$ cat src/rtl/pc_run_ctrl.sv
// Program-counter stage with run control for the single-cycle CPU.
// Drives the instruction address and gates architectural writes.
module pc_run_ctrl #(
  parameter logic [31:0] RESET_PC = 32'h0000_0000,
  parameter int unsigned WATCHDOG = 1000
) (
  input  logic        clk,
  input  logic        rst,
  input  logic        start,
  input  logic        step_mode,
  input  logic        step,
  input  logic [31:0] next_pc,
  output logic [31:0] pc,
  output logic        exec_en,
  output logic [2:0]  state,
  output logic [1:0]  fault_code,
  output logic [31:0] retired
);

  typedef enum logic [2:0] {
    S_IDLE   = 3'd0,
    S_RUN    = 3'd1,
    S_STEP   = 3'd2,
    S_HALTED = 3'd3,
    S_FAULT  = 3'd4
  } state_t;

  localparam logic [31:0] WD = 32'(WATCHDOG);

  state_t      cur;
  state_t      nxt;
  state_t      mode_tgt;
  state_t      commit_tgt;
  logic [31:0] ret_inc;
  logic        misal;
  logic        self_jmp;
  logic        wd_hit;
  logic        advance;

  assign state    = cur;
  assign ret_inc  = (retired == 32'hFFFF_FFFF) ? retired : retired + 32'd1;
  assign misal    = next_pc[1:0] != 2'b00;
  assign self_jmp = next_pc == pc;
  assign wd_hit   = (WD != 32'd0) && (ret_inc == WD);
  assign advance  = !misal && !self_jmp && !wd_hit;
  assign mode_tgt = step_mode ? S_STEP : S_RUN;

  // Priority: misalignment, then jump-to-self, then watchdog.
  always_comb begin
    commit_tgt = mode_tgt;
    if (misal)
      commit_tgt = S_FAULT;
    else if (self_jmp)
      commit_tgt = S_HALTED;
    else if (wd_hit)
      commit_tgt = S_FAULT;
  end

  always_ff @(posedge clk) begin
    if (rst)
      cur <= S_IDLE;
    else
      cur <= nxt;
  end

  always_comb begin
    nxt = cur;
    unique case (cur)
      S_IDLE:
        if (start) nxt = mode_tgt;
      S_RUN:
        nxt = commit_tgt;
      S_STEP:
        if (step)
          nxt = commit_tgt;
        else if (!step_mode)
          nxt = S_RUN;
      S_HALTED,
      S_FAULT:
        if (start) nxt = S_IDLE;
      default:
        nxt = S_IDLE;
    endcase
  end

  always_comb begin
    exec_en = 1'b0;
    unique case (cur)
      S_RUN:   exec_en = 1'b1;
      S_STEP:  exec_en = step;
      default: exec_en = 1'b0;
    endcase
  end

  always_ff @(posedge clk) begin
    if (rst) begin
      pc         <= RESET_PC;
      retired    <= 32'd0;
      fault_code <= 2'b00;
    end else if (exec_en) begin
      retired <= ret_inc;
      if (misal)
        fault_code <= 2'b01;
      else if (!self_jmp && wd_hit)
        fault_code <= 2'b10;
      if (advance)
        pc <= next_pc;
    end else if (cur == S_IDLE) begin
      if (start)
        retired <= 32'd0;
    end else if (cur == S_HALTED || cur == S_FAULT) begin
      if (start) begin
        pc         <= RESET_PC;
        fault_code <= 2'b00;
      end
    end
  end

endmodule
$ cat config.mk
export PLATFORM = sky130hd
export DESIGN_NAME = pc_run_ctrl
export DESIGN_NICKNAME = d
export VERILOG_FILES = /design/src/rtl/pc_run_ctrl.sv
export SDC_FILE = /design/constraint.sdc
export NUM_CORES = 1
export LEC_CHECK = 0
export CORE_ASPECT_RATIO = 1.75
export CORE_UTILIZATION = 50
export CTS_CLUSTER_DIAMETER = 50
export DETAILED_ROUTE_END_ITERATION = 8
export PLACE_DENSITY = 0.81
export SETUP_SLACK_MARGIN = 0.4
export SLEW_MARGIN = 25
export SYNTH_ARGS = -nofsm -noshare
export SYNTH_HDL_FRONTEND = slang
export SYNTH_SLANG_ARGS = --single-unit
$ cat constraint.sdc
create_clock -name clk -period 4.4 [get_ports clk]
set_input_delay 0.88 -clock clk [delete_from_list [all_inputs] [get_ports clk]]
set_output_delay 0.88 -clock clk [all_outputs]
set_load 0.01 [all_outputs]
=== After elaboration in Yosys (flattened, before gate mapping) ===
Cells that the tools add are included.

* Add/subtract/negate cells: 1
* Equality and inequality tests: 13
* Muxes and demuxes: 24
* Reduce and logical (&&, ||, !) cells: 17

{| class="wikitable"
|+ Operator list
! cell !! count
|-
| $mux W32 || 8
|-
| $add A32 B1 Y32 const B || 1
|-
| $eq A32 B10 Y1 const B || 1
|-
| $eq A32 B32 Y1 || 1
|-
| $eq A32 B32 Y1 const B || 1
|-
| $mux W3 || 7
|-
| $mux W2 || 7
|-
| $pmux W3 S4 || 1
|-
| $reduce_and A4 Y1 || 2
|-
| $reduce_bool A2 Y1 || 4
|-
| $eq A3 B2 Y1 const B || 2
|-
| $ne A2 B2 Y1 const B || 3
|-
| $eq A3 B1 Y1 const B || 1
|-
| $eq A3 B3 Y1 const B || 1
|-
| $logic_and A1 B1 Y1 || 3
|-
| $logic_not A1 Y1 || 3
|-
| $logic_not A3 Y1 || 1
|-
| $ne A3 B1 Y1 const B || 1
|-
| $ne A3 B3 Y1 const B || 1
|-
| $reduce_and A3 Y1 || 1
|-
| $ne A2 B1 Y1 const B || 1
|-
| $pmux W1 S2 || 1
|-
| $reduce_and A2 Y1 || 1
|-
| $reduce_or A2 Y1 || 1
|-
| $logic_or A1 B1 Y1 || 1
|}

* Bits in registers: 69
* Input port bits: 37
* Output and inout port bits: 70
* Word-level logic and storage cells: 59

=== Longest topological paths before layout ===
* Word-level depth: 8
* Mapped depth: 12
* Mapped depth without buffers: 10

=== Worst setup path before layout ===
OpenSTA, ideal clock, no wires.

* Path type: flip-flop to flip-flop
* Start: register retired[0]
* End: register cur[2] (netlist: state[2])
* Library setup time: 0.088 ns
* Arrival time: 3.119 ns
* Required time: 4.312 ns
* Path slack: 1.193 ns
* Stages on the path, launching flop included: 12
* Path buffers: 1
* Period minus slack after synthesis: 3.207 ns
* Cells stage by stage: dfxtp_1 > ha_1 > nand4_1 > or4_1 > buf_2 > o21ai_4 > nor2_2 > xor2_1 > or4b_1 > nor4_2 > nand3_2 > a311oi_2

* Word-level cells in the longest chain between the ends: 8
* Elaborated cells on any way between the ends: 9
* Classes of those cells: 1 x add/sub; 2 x eq/ne; 6 x mux

{| class="wikitable"
|+ Ends and longest elaborated chain
! element !! line !! source
|-
| start: declaration || 17 || <nowiki>output logic [31:0] retired</nowiki>
|-
| start signal: assignment || 101 || <nowiki>retired <= ret_inc;</nowiki>
|-
| $add A32 B1 Y32 / $eq A32 B32 Y1 (equally long branches) || 41 || <nowiki>assign ret_inc = (retired == 32'hFFFF_FFFF) ? retired : retired + 32'd1;</nowiki>
|-
| $mux W32 * || 41 ||
|-
| $eq A32 B10 Y1 * || 44 || <nowiki>assign wd_hit = (WD != 32'd0) && (ret_inc == WD);</nowiki>
|-
| $mux W3 * || 55 || <nowiki>else if (wd_hit)</nowiki>
|-
| $mux W3 * || 53 || <nowiki>else if (self_jmp)</nowiki>
|-
| $mux W3 * || 51 || <nowiki>if (misal)</nowiki>
|-
| $mux W3 || 74 || <nowiki>if (step)</nowiki>
|-
| $pmux W3 S4 * || 68 || <nowiki>unique case (cur)</nowiki>
|-
| end signal: assignment || 63 || <nowiki>cur <= nxt;</nowiki>
|-
| end: declaration || 30 || <nowiki>state_t cur;</nowiki>
|}

Mark *: on every way between the ends. The rest lies on a longest branch, timed or not.
A chain may end at the register's enable or synchronous reset.

=== Worst setup path in the final report ===
Same ends and word-level chain as after synthesis.

==> metrics.md <==
| Metric | Value |
|---|---|
| Net Count, Synth | 561 |
| Status | completed |
| Critical Path RT | 4.62 ns |
| DR iter-0 viols | 309 |
| Hold Crit Depth | 1 |
| Most frequent cells in the layout | 106 x clkdlybuf4s50_1, 69 x dfxtp_1, 46 x nor2_1, 42 x nand2_1, 41 x xnor2_1 |
| ANT cells | 0 |
| Clock buffer depth | 2 |
| Cell Chain, Critical Path | ha_1 > nand4_1 > or4_1 > o21ai_4 > nor2_2 > xor2_1 > or4b_1 > nor4_2 > nand3_2 > a311oi_2 |
| Worst Path Arrival | 4.02 ns |
| Crit-path max cell delay | 0.67 ns |
| Synth Warn # | 0 |
| Std-Cell Rows | 44 |
| Skew final | 0.00663 ns |
| Critical path launch point | retired[0] |
| Fin crit period | 3.80 ns |
| Relative slew slack | 0.516 |
| Worst VDD drop | 181 µV |
| Number of synthesized flops with an enable pin | 0 |
| Distinct cells, synth | 65 |
| Register area share after synthesis | 0.327 |
| Post-DR vias/cell | 6.62 |
| Post-CTS Setup Inserts | 0 |
| Total number of vias | 4,730 |
| Leading area contributor after synthesis | dfxtp_1 |
| Area grow syn2layout | 34.4% |
| Slew Limit Fails | 0 |
| Area share of the largest cell type after synthesis | 0.327 |
| Top delay family on crit path | simple AND/OR/NAND/NOR gates |
| DR WL/cell | 21.6 µm |
| WS Path Type | register to register |
| Worst setup path endpoint | state[2] |
| Cts bufs inserted | 9 |
| Crit path buf inv count | 0 |
| Port bufs | 106 |
| Gr ovfl total | 0 |
| Core Footprint | 0.00826 mm² |
| Reg2reg path depth | 10 |
| Async set-reset flop share out of synthesis | 0 |
| Most area-consuming cells after synthesis | dfxtp_1 33%, xnor2_1 8.5%, a22o_1 6.2% |
| Die X | 71.5 µm |
| Die Area | 0.00884 mm² |
| Final Hold Viols | 0 |
| First-pass GRT wire length | 23,400 µm |
| R2R Path Start | retired[0] |
| Max FO, Critical Path | 10 |
| Gr usage total | 0.352 |
| Worst skew pair latency | 0.33 ns |
| Worst Max-Slew Pin Slew | 0.726 ns |
| Worst Setup End Kind | register |
| DP HPWL | 11,300 µm |
| Cell Pwr Density | 324 mW/mm² |
| Register bit total from synthesis | 69 |
| Iteration count of the initial detailed-routing pass | 6 |
| Fmax | 0.263 GHz |
| # H-tree levels | 3 |
| IO Pins | 107 |
| Crit. path cell count | 10 |
| Tot Pwr | 1.84 mW |
| Routability-driven placement congestion ratio | 1.12 |
| Final net count | 655 |
| Remaining DRCs | 0 |
| Final ANT Viol Nets | 0 |
| Post-Synthesis Cell Area | 0.00423 mm² |
| Worst reg-to-reg setup slack | 0.60 ns |
| Die height | 124 µm |
| Vias in the first global route | 4,488 |
| Slowest cell on crit path | or4_1 |
| Initial antenna violation count | 0 |
| Commonest non-fill, non-tap cell in the layout | clkdlybuf4s50_1 |
| Initial Util | 0.512 |
| Largest net degree at the start of global routing | 33 |
| Setup violators final | 0 |
| Syn_area_per_cell | 8.08 µm² |
| Worst Setup Start Kind | register |
| Layout cells sized above 1 | 0.0932 |
| Clock sink total | 69 |
| Fill count | 715 |
| Cells after synthesis | 523 |
| Worst r2r dst | state[2] |
| Max Cap Viol | 0 |
| Fin crit share | 0.863 |
| Unrepaired setup endpoints after global routing | false |
| Min-delay worst type | register to register |
| Root buffer cell | clkbuf_16 |
| Top_reg_cell synth | dfxtp_1 |
| WL final | 15,400 µm |
| Core Util, Final | 0.688 |
| Setup TNS | 0 ns |
| Leakage | 1.86 nW |
| CTS tree | yes |
| Worst-path clk slew | 0.06 ns |
[cell usage after synthesis, drive strengths merged (5+ instances only)]
library cell,instances
clkbuf,25
o21ai,31
nor4,13
nor2,47
a31oi,12
a22o,30
a311oi,13
xnor2,41
or4,6
nor3,19
dfxtp,69
nand3,16
a21oi,35
nand2,42
nand4,28
and4,5
and2,8
buf,19
[metrics by stage]
| stage | cells | worst slack (ns) | cell area [µm²] | hold slack, ns |
|---|---|---|---|---|
| after floorplan | 523 | 1.19 | 4230 | 0.523 |
| after global placement | 698 | 0.395 | 5370 | 0.489 |
| after detailed placement | 698 | 0.330 | 5370 | 0.498 |
| after CTS | 714 | 0.473 | 5670 | 0.506 |
| after global routing | 714 | 0.429 | 5680 | 0.525 |
| final | 714 | 0.603 | 5680 | 0.507 |
[worst min-delay path by stage]
stage	startpoint	end	slack (ns)
floorplan	pc[0]	pc[0]	0.52
CTS	pc[0]	pc[0]	0.51
finish	pc[1]	pc[1]	0.51
detailed placement	pc[0]	pc[0]	0.50
global route	pc[1]	pc[1]	0.52
global placement	pc[0]	pc[0]	0.49
[routing by layer]
| layer | GRT usage | wire length (µm) | vias up |
|---|---|---|---|
| met3 | 0.0672 | 984 | 74 |
| li1 | - | - | 2150 |
| met5 | 0 | 0 | - |
| met4 | 0.227 | 932 | 0 |
| met2 | 0.666 | 8090 | 259 |
| met1 | 0.343 | 5420 | 2247 |
[final cells by class]
| class | count | area (µm²) | area share |
|---|---|---|---|
| timing repair buffer | 127 | 1220 | 0.215 |
| clock inverter | 5 | 58.8 | 0.0104 |
| clock buffer | 11 | 243 | 0.0427 |
| tap | 92 | 115 | 0.0203 |
| sequential | 69 | 1380 | 0.243 |
| multi-input combinational | 407 | 2650 | 0.467 |
| inverter | 3 | 11.3 | 0.00198 |
[registers in the layout, indices dropped and copies added, names as in the netlist]
name and flops:
state 3, pc 32, fault_code 2, retired 32
[power by group]
| group | switching, mW | total [mW] | internal [mW] |
|---|---|---|---|
| clock | 0.281 | 0.736 | 0.455 |
| sequential | 0.0423 | 0.704 | 0.661 |
| combinational | 0.214 | 0.401 | 0.187 |
| total | 0.537 | 1.84 | 1.30 |
[cells by family (layout without fill, tap and decap cells)]
family                     count (synthesis)  after routing  share of synthesized area
xor gates and xnor gates                  45             45                     0.0933
DFF                                       69             69                      0.327
buffers and inverters                     47            146                     0.0480
adders and majority gates                  1              1                    0.00296
and+or+nand+nor                          209            209                      0.274
muxes                                      3              3                    0.00740
AOI/OAI and AO/OA                        149            149                      0.247
[what timing repair did]
item                                    4_1_cts  5_1_grt
resized for setup                             1        3
gates cloned                                  0        0
endpoints found under the setup margin       30       31
hold buffers                                  0        0
Note: power is estimated with default switching activity, not from simulation.
